## config.mk

```make
export PLATFORM = sky130hd
export DESIGN_NAME = butterfly_operand_tx
export DESIGN_NICKNAME = d
export VERILOG_FILES = /design/src/rtl/butterfly_pkg.sv /design/src/rtl/operand_fifo.sv /design/src/rtl/butterfly_operand_tx.sv
export SDC_FILE = /design/constraint.sdc
export NUM_CORES = 1
export LEC_CHECK = 0
export CAP_MARGIN = 30
export CORE_UTILIZATION = 55
export CTS_CLUSTER_SIZE = 20
export DETAILED_ROUTE_END_ITERATION = 12
export GPL_TIMING_DRIVEN = 0
export HOLD_SLACK_MARGIN = 0.1
export PLACE_DENSITY = 0.75
export SYNTH_ARGS = -nofsm -noshare
export SYNTH_HDL_FRONTEND = slang
export SYNTH_SLANG_ARGS = --single-unit
```

## constraint.sdc

```tcl
create_clock -name Clock -period 6 [get_ports Clock]
set_input_delay 1.2 -clock Clock [delete_from_list [all_inputs] [get_ports Clock]]
set_output_delay 1.2 -clock Clock [all_outputs]
set_load 0.02 [all_outputs]
```

## src/rtl/butterfly_pkg.sv

```systemverilog
// butterfly_pkg: shared state type, operand width and default timing for the
// butterfly operand transmitter.
package butterfly_pkg;

    localparam int OPERAND_W           = 8;
    localparam int DEF_FIFO_DEPTH      = 8;
    localparam int DEF_SETUP_CYCLES    = 2;
    localparam int DEF_HOLD_CYCLES     = 16;
    localparam int DEF_GAP_CYCLES      = 16;
    localparam int DEF_WORDS_PER_FRAME = 6;

    typedef enum logic [1:0] {
        IDLE  = 2'd0,
        SETUP = 2'd1,
        HOLD  = 2'd2,
        GAP   = 2'd3
    } tx_state_t;

    // Largest of three timing values; sizes the shared phase down-counter.
    function automatic int max3(input int a, input int b, input int c);
        int m;
        m = (a > b) ? a : b;
        return (m > c) ? m : c;
    endfunction

endpackage

```

## src/rtl/operand_fifo.sv

```systemverilog
// operand_fifo: power-of-two circular buffer holding operands waiting for the
// transmitter. The head word is always visible on rd_data.
module operand_fifo #(
    parameter int DEPTH = 8,
    parameter int WIDTH = 8
) (
    input  logic                   clk,
    input  logic                   rst_n,
    input  logic                   clear,
    input  logic                   push,
    input  logic                   pop,
    input  logic [WIDTH-1:0]       wr_data,
    output logic [WIDTH-1:0]       rd_data,
    output logic [$clog2(DEPTH):0] count,
    output logic                   full,
    output logic                   empty
);
    localparam int AW = $clog2(DEPTH);
    localparam logic [AW:0] DEPTH_C = (AW + 1)'(DEPTH);

    logic [WIDTH-1:0] mem [DEPTH];
    logic [AW-1:0]    wr_ptr, rd_ptr;
    logic             push_ok, pop_ok;

    assign full    = (count == DEPTH_C);
    assign empty   = (count == '0);
    assign push_ok = push && !full && !clear;
    assign pop_ok  = pop && !empty && !clear;
    assign rd_data = mem[rd_ptr];

    // Storage array; written only on an accepted push.
    always_ff @(posedge clk) begin
        if (push_ok) mem[wr_ptr] <= wr_data;
    end

    // Pointers and occupancy; clear empties the buffer and drops a same-cycle push.
    always_ff @(posedge clk or negedge rst_n) begin
        if (!rst_n) begin
            wr_ptr <= '0;
            rd_ptr <= '0;
            count  <= '0;
        end else if (clear) begin
            wr_ptr <= '0;
            rd_ptr <= '0;
            count  <= '0;
        end else begin
            if (push_ok) wr_ptr <= wr_ptr + AW'(1);
            if (pop_ok)  rd_ptr <= rd_ptr + AW'(1);
            case ({push_ok, pop_ok})
                2'b10:   count <= count + (AW + 1)'(1);
                2'b01:   count <= count - (AW + 1)'(1);
                default: count <= count;
            endcase
        end
    end

endmodule

```

## src/rtl/butterfly_operand_tx.sv

```systemverilog
// butterfly_operand_tx: buffers operands and presents them one at a time to the
// butterfly with a setup / ready-pulse / gap handshake, tracking frame position.
// Optional feature: define BUTTERFLY_TX_FLUSH_EN to add the flush input.
//
// state | meaning
// IDLE  | waiting for an operand; pops the FIFO head into tx_data
// SETUP | tx_data stable, tx_ready still low
// HOLD  | tx_ready high
// GAP   | tx_ready low, enforced recovery before the next word
module butterfly_operand_tx
    import butterfly_pkg::*;
#(
    parameter int FIFO_DEPTH      = DEF_FIFO_DEPTH,
    parameter int SETUP_CYCLES    = DEF_SETUP_CYCLES,
    parameter int HOLD_CYCLES     = DEF_HOLD_CYCLES,
    parameter int GAP_CYCLES      = DEF_GAP_CYCLES,
    parameter int WORDS_PER_FRAME = DEF_WORDS_PER_FRAME
) (
    input  logic                 Clock,
    input  logic                 nReset,
`ifdef BUTTERFLY_TX_FLUSH_EN
    input  logic                 flush,
`endif
    input  logic                 in_valid,
    input  logic [OPERAND_W-1:0] in_data,
    output logic                 in_ready,
    output logic [OPERAND_W-1:0] tx_data,
    output logic                 tx_ready,
    output logic [2:0]           word_idx,
    output logic                 busy,
    output logic                 frame_done
);
    localparam int PH_W  = $clog2(max3(SETUP_CYCLES, HOLD_CYCLES, GAP_CYCLES)) + 1;
    localparam int CNT_W = $clog2(FIFO_DEPTH) + 1;
    localparam logic [2:0] LAST_IDX = 3'(WORDS_PER_FRAME - 1);

    tx_state_t            state, state_nxt;
    logic [PH_W-1:0]      phase, phase_nxt;
    logic [CNT_W-1:0]     fifo_count;
    logic [OPERAND_W-1:0] fifo_head;
    logic                 fifo_full, fifo_empty;
    logic                 push, pop, gap_exit;
    logic                 flush_now, flushed;

`ifdef BUTTERFLY_TX_FLUSH_EN
    assign flush_now = flush;
`else
    assign flush_now = 1'b0;
`endif

    assign in_ready = (fifo_count < CNT_W'(FIFO_DEPTH));
    assign push     = in_valid && in_ready && !fifo_full;
    assign busy     = (state != IDLE);

    operand_fifo #(
        .DEPTH (FIFO_DEPTH),
        .WIDTH (OPERAND_W)
    ) u_fifo (
        .clk     (Clock),
        .rst_n   (nReset),
        .clear   (flush_now),
        .push    (push),
        .pop     (pop),
        .wr_data (in_data),
        .rd_data (fifo_head),
        .count   (fifo_count),
        .full    (fifo_full),
        .empty   (fifo_empty)
    );

    // State register.
    always_ff @(posedge Clock or negedge nReset) begin
        if (!nReset) state <= IDLE;
        else         state <= state_nxt;
    end

    // Next state, phase reload/decrement and pop decision.
    always_comb begin
        state_nxt = state;
        phase_nxt = phase;
        pop       = 1'b0;
        gap_exit  = 1'b0;
        case (state)
            IDLE: begin
                if (!fifo_empty && !flush_now) begin
                    pop       = 1'b1;
                    state_nxt = SETUP;
                    phase_nxt = PH_W'(SETUP_CYCLES);
                end
            end
            SETUP: begin
                if (flush_now) begin
                    state_nxt = IDLE;
                end else if (phase == PH_W'(1)) begin
                    state_nxt = HOLD;
                    phase_nxt = PH_W'(HOLD_CYCLES);
                end else begin
                    phase_nxt = phase - PH_W'(1);
                end
            end
            HOLD: begin
                if (phase == PH_W'(1)) begin
                    state_nxt = GAP;
                    phase_nxt = PH_W'(GAP_CYCLES);
                end else begin
                    phase_nxt = phase - PH_W'(1);
                end
            end
            GAP: begin
                if (phase == PH_W'(1)) begin
                    state_nxt = IDLE;
                    gap_exit  = 1'b1;
                end else begin
                    phase_nxt = phase - PH_W'(1);
                end
            end
            default: state_nxt = IDLE;
        endcase
    end

    // Output registers: tx_ready follows the registered HOLD state, so it cannot glitch.
    always_ff @(posedge Clock or negedge nReset) begin
        if (!nReset) begin
            phase      <= '0;
            tx_data    <= '0;
            tx_ready   <= 1'b0;
            word_idx   <= '0;
            frame_done <= 1'b0;
        end else begin
            phase      <= phase_nxt;
            tx_ready   <= (state_nxt == HOLD);
            frame_done <= 1'b0;
            if (pop) tx_data <= fifo_head;
            if (flush_now) begin
                word_idx <= '0;
            end else if (gap_exit && !flushed) begin
                if (word_idx == LAST_IDX) begin
                    word_idx   <= '0;
                    frame_done <= 1'b1;
                end else begin
                    word_idx <= word_idx + 3'd1;
                end
            end
        end
    end

`ifdef BUTTERFLY_TX_FLUSH_EN
    // Remember a flush that landed mid-pulse so that word does not count toward the frame.
    always_ff @(posedge Clock or negedge nReset) begin
        if (!nReset)                                       flushed <= 1'b0;
        else if (gap_exit)                                 flushed <= 1'b0;
        else if (flush_now && (state == HOLD || state == GAP)) flushed <= 1'b1;
    end
`else
    assign flushed = 1'b0;
`endif

endmodule

```

[Word level (Yosys, flattened, before mapping)]
Memories as Yosys holds them, arrays and structs flattened. A register that Yosys moved wholly into a read port is not among the register bits.
Index checks and enable logic that the tools add are counted.
Cells by class
  muxes and demuxes: 19
  $lt $le $gt $ge: 1
  add/sub/neg operators: 6
  equality and inequality tests: 11
  reductions and logical operators: 13
Operators by type and width (count)
  2-to-1 mux 5 bit: 3
  case mux 5 bit (3 select lines): 1
  adder 3 x 1 -> 3 bit (second input constant): 3
  equality test 2 bit (second input constant): 4
  2-to-1 mux 1 bit: 8
  2-to-1 mux 2 bit: 4
  case mux 2 bit (4 select lines): 1
  case mux 4 bit (2 select lines): 1
  equality test 5 x 1 -> 1 bit (second input constant): 1
  subtractor 5 x 1 -> 5 bit (second input constant): 1
  adder 4 x 1 -> 4 bit (second input constant): 1
  equality test 2 x 1 -> 1 bit (second input constant): 2
  equality test 4 bit (second input constant): 1
  logical AND 1 bit: 4
  logical NOT 4 bit: 1
  less-than comparator 4 bit (second input constant): 1
  inequality test 2 bit (second input constant): 2
  nonzero test 2 bit: 2
  subtractor 4 x 1 -> 4 bit (second input constant): 1
  equality test 3 bit (second input constant): 1
  logical NOT 1 bit: 3
  2-to-1 mux 3 bit: 1
  logical NOT 2 bit: 1
  AND reduction 2 bit: 1
  OR reduction 2 bit: 1
Storage, ports and cells
  input bits: 11
  register bits: 22
  word-level logic and storage cells: 59
  memories: 1
  output and inout port bits: 15
  RAM bits: 64
Memory list
  u_fifo.mem: words 8, bits a word 8, rd ports 1, clocked after memory_dff 1, write ports 1, RTL line operand_fifo.sv:21  | logic [WIDTH-1:0] mem [DEPTH];

[Logic depth before layout (Yosys ltp)]
Gate-level depths: netlist of the first run.
  depth in word-level cells: 6
  mapped depth: 11
  mapped depth without buffers: 11

[Modules after synthesis]
From an unflattened synthesis of the first run, not the netlist that was laid out.
Unflattened totals
  cell total of the unflattened synthesis: 259
  area, all modules: 4149.0 um^2
By module, submodules not included
  operand_fifo: area an instance 3105.5 um^2, cells an instance 171, sequential area each 2172.1 um^2, instances 1
  butterfly_operand_tx: area an instance 1043.5 um^2, cells an instance 88, sequential area each 500.5 um^2, instances 1

[Worst setup path before layout of the first run]
Ideal clock, no wire load.
  path type: input port to flip-flop
  from: input port in_valid
  to: register u_fifo.count[2]
  data required time: 5.873 ns
  setup slack: 3.232 ns
  arrival time: 2.641 ns
  cell stages on the path: 9
  path through: nor2b_1 > inv_1 > ha_1 > xor2_1 > ha_1 > a21oi_1 > xor2_1 > nor2_1 > xor2_1
On the way
  word-level cells in the longest chain between the ends: 5
  elaborated cells on any way between the ends: 7
  classes of those cells: 2 x eq/ne; 1 x mux; 4 x reduce/logical
RTL lines
  from (decl): RTL line butterfly_operand_tx.sv:24  | input logic in_valid,
  logical AND 1 bit (*) (2 in series): RTL line butterfly_operand_tx.sv:52  | assign push = in_valid && in_ready && !fifo_full;
  logical AND 1 bit (*): RTL line operand_fifo.sv:27  | assign push_ok = push && !full && !clear;
  equality test 2 x 1 -> 1 bit / equality test 2 bit (equally long branches): RTL line operand_fifo.sv:49  | case ({push_ok, pop_ok})
  case mux 4 bit (2 select lines) / nonzero test 2 bit (equally long branches)
  to (signal assigned): RTL line operand_fifo.sv:50  | 2'b10: count <= count + (AW + 1)'(1);
  to (signal assigned): RTL line operand_fifo.sv:51  | 2'b01: count <= count - (AW + 1)'(1);
  to (signal assigned): RTL line operand_fifo.sv:52  | default: count <= count;
  to (decl): RTL line operand_fifo.sv:14  | output logic [$clog2(DEPTH):0] count,
Every way passes the cells marked *; elsewhere a longest branch is shown, timed or not.
A chain may end at the register's enable or synchronous reset.

[Worst setup path after layout of the first run]
  from: input port in_valid
  to: memory u_fifo.mem[6][0], enable pin
On the way
  word-level cells in the longest chain between the ends: 5
RTL lines
  logical AND 1 bit (2 in series): RTL line butterfly_operand_tx.sv:52
  logical AND 1 bit: RTL line operand_fifo.sv:27
  2-to-1 mux 1 bit: RTL line operand_fifo.sv:33  | if (push_ok) mem[wr_ptr] <= wr_data;
  2-to-1 mux 1 bit (implied by the code): RTL line operand_fifo.sv:33
  to (decl): RTL line operand_fifo.sv:21
No other way between the ends.

==> results.toml, run 1 <==
[timing]
fin_skew_ns = 0.00970
report.final.slew_viol_count = 0
max_freq_ghz = 0.324
rsz0062_at_grt = "false"
fin_crit_sh = 0.514
setup_ws_ns = 2.92
setup_violations = 0
hold_viol_final = 0
tightest_slew_ns = 0.990
slew-limit-headroom = 0.338
post-route-min-period_ns = 3.08
fin_tns_setup_ns = 0

[floorplan]
die_area_um2 = 7580
die_x_um = 87.1
core_area_um2 = 6910
ios = 26
die_h_um = 87.1
row_count = 30
start_util = 0.576

[clocking]
cts_buffers = 9
cts_buffer_depth = 2
numClockSinks = 94
cts_resized = 0
post_cts_buffers = 0
cts-root-buf = "clkbuf_8"
clk_latency_ns = 0.36
postCtsHoldBufs = 0
htree_levels = 3
clk_pin_slew_worst_paths_ns = 0.09
cts_tree = "yes"

[worst_setup_path]
end_kind = "flop"
startpoint_type = "primary input"
crit_path_max_fanout = 8
r2r_cells = 11
critPathSlowestCell = "nor2_1"
cp_top_family = "simple AND/OR/NAND/NOR gates"
slowest_delay_ns = 0.80
crit_buf_inv = 1
cp.depth = 4
required_ns = 5.98
path_cells = "clkdlybuf4s50_1 > nor2b_1 > nand2_1 > nor2_1"
worstPathArrival_ns = 3.06
path_class = "in2reg"

[yosys]
synthFlopType = "edfxtp_1"
syn_inst = 253
synth_cell_types = 43
ys.warnings.count = 0
async_flop_share = 0.319
netlist_top_cells_area = "edfxtp_1, dfrtp_1, mux4_2, ha_1, mux2i_1"
synth.most_common_cell = "edfxtp_1"
syn_avg_cell_area_um2 = 15.7
synth_top_area_frac = 0.483
synth_edf_count = 64
syn_area_um2 = 3980
syn_nets = 276
yosys.area.top_type = "edfxtp_1"
ys_seq_area_frac = 0.672
synth-seq-cells = 94
synthTopCellsByCount = "edfxtp_1, dfrtp_1, nand2_1"

[route]
ant_nets = 0
wire_per_inst_um = 18.1
routed_wl_mm = 7.08
wl_met2_mm = 3.90
first_iter_violations = 122
via_count = 2203
via_per_inst = 5.62
met3WireLength_um = 306
wl_met1_mm = 2.77
drc = 0
highest_layer = "met4"
first_pass_iters = 4

[power_and_ir_drop]
p_leak_nw = 1.68
ir_worst_vdd_uv = 239
power_density_nw_per_um2 = 497
total_power_mw = 2.29

[cells_and_area]
multi_input_area_um2 = 1230
seq_area_um2 = 2670
fin_area_um2 = 4610
num-fill-cells = 507
areaGrowthSynthToFinish_pct = 15.9
antenna_cells = 0
final_nets = 314
drive_gt1_frac = 0.152

[global_routing]
grt_pass1_vias = 2234
grt_antenna_before_repair = 0
grt_start_max_net_pins = 20
track_usage = 0.210
grt_pass1_wl_mm = 11.1
overflow = 0

[place]
pre_cts_ws_ns = 2.54
place_area_um2 = 4390
io_buffers = 25
gp_congestion = 0.796
dp_hpwl_mm = 4.81

[hold_path]
min_path_type = "reg2reg"
hold_depth = 2

[run]
drv_cap = 0

[outcome]
outcome = "finished, final reports clean"
==> cells in the final DEF, fill, tap and decap left out, drive strengths merged, types with 4 or more instances in the layout <==
master / netlist / final
inv: 9 / 11
mux2i: 8 / 8
nand2: 22 / 22
nand2b: 8 / 8
nor3: 5 / 5
mux4: 16 / 16
dfrtp: 30 / 30
xnor2: 6 / 6
clkdlybuf4s50: 0 / 25
buf: 7 / 9
o21ai: 16 / 16
xor2: 4 / 4
edfxtp: 64 / 64
ha: 12 / 12
clkbuf: 1 / 11
nor2: 15 / 15
==> stage by stage <==
| stage | util | hold slack [ns] | instances |
|---|---|---|---|
| floorplan | - | 0.457 | 253 |
| global placement | 0.630 | 0.468 | 374 |
| detailed placement | 0.636 | 0.471 | 376 |
| CTS | 0.668 | 0.492 | 392 |
| global route | 0.668 | 0.537 | 392 |
| finish | 0.668 | 0.484 | 392 |
==> routing by layer <==
| layer | vias to the layer above | global-route usage |
|---|---|---|
| li1 | 1032 | - |
| met1 | 1104 | 0.239 |
| met2 | 56 | 0.389 |
| met3 | 11 | 0.0351 |
| met4 | 0 | 0.0848 |
| met5 | - | 0 |
==> final cells by class <==
| cell class | instances | share of cell area |
|---|---|---|
| tap | 96 | 0.0261 |
| inverter | 9 | 0.00733 |
| sequential | 94 | 0.580 |
| buffer | 8 | 0.0103 |
| clock buffer | 10 | 0.0277 |
| timing repair buffer | 27 | 0.0619 |
| clock inverter | 6 | 0.0204 |
| multi-input combinational | 142 | 0.267 |
==> power by group <==
| group | switching, mW | total, mW | internal, mW |
|---|---|---|---|
| Clock | 0.218 | 0.457 | 0.238 |
| Sequential | 0.0897 | 0.924 | 0.834 |
| Combinational | 0.487 | 0.910 | 0.423 |
==> worst min-delay path, stage by stage, from the launching register on <==
cell,delay [ns]
dfrtp_1,0.35
nand2_1,0.04
o21ai_0,0.06
==> cell families (layout without fill, tap and decap cells) <==
family                     after synthesis  after routing  share of synthesized area
adders and majority gates               12             12                     0.0377
muxes                                   26             26                      0.116
and+or+nand+nor                         61             61                     0.0761
xor gates and xnor gates                10             10                     0.0220
buffers and inverters                   17             60                     0.0204
DFF                                     94             94                      0.672
AOI/OAI and AO/OA                       33             33                     0.0557
==> path summary, 6_finish.rpt <==
check / from / to / slack (ns)
setup / recovery: in_valid / u_fifo.mem[6][0] / 2.92
hold / removal: tx_data[6] / tx_data[6] / 0.48
setup reg to reg: u_fifo.count[1] / u_fifo.count[2] / 3.30
hold reg to reg: tx_data[6] / tx_data[6] / 0.48
max in group asynchronous: nReset / phase[4] / 4.24
min in group asynchronous: nReset / phase[3] / 1.24
==> state kept, by name, indices dropped and copies added, names as in the netlist <==
register,count
u_fifo.rd_ptr,3
tx_ready,1
frame_done,1
u_fifo.wr_ptr,3
u_fifo.mem,64
u_fifo.count,4
state,2
tx_data,8
phase,5
word_idx,3
(Power assumes the default switching activity.)
==> run 2: changes to the inputs <==
Clock period 6 ns to 3 ns, I/O delays scaled along.
==> results of run 2 <==
The final DEF is identical to that of run 1. Status: finished, final reports clean.
Main changes from that run: setup slack after placement 2.54 ns -> 0.141 ns; setup slack after layout 2.92 ns -> 0.303 ns; start point of the critical path in_valid -> u_fifo.count[1]; end point of the critical path u_fifo.mem[6][0] -> u_fifo.count[2]; register-to-register setup slack 3.30 ns -> 0.30 ns; total power 2.29 mW -> 4.58 mW; worst IR drop on VDD 239 uV -> 477 uV
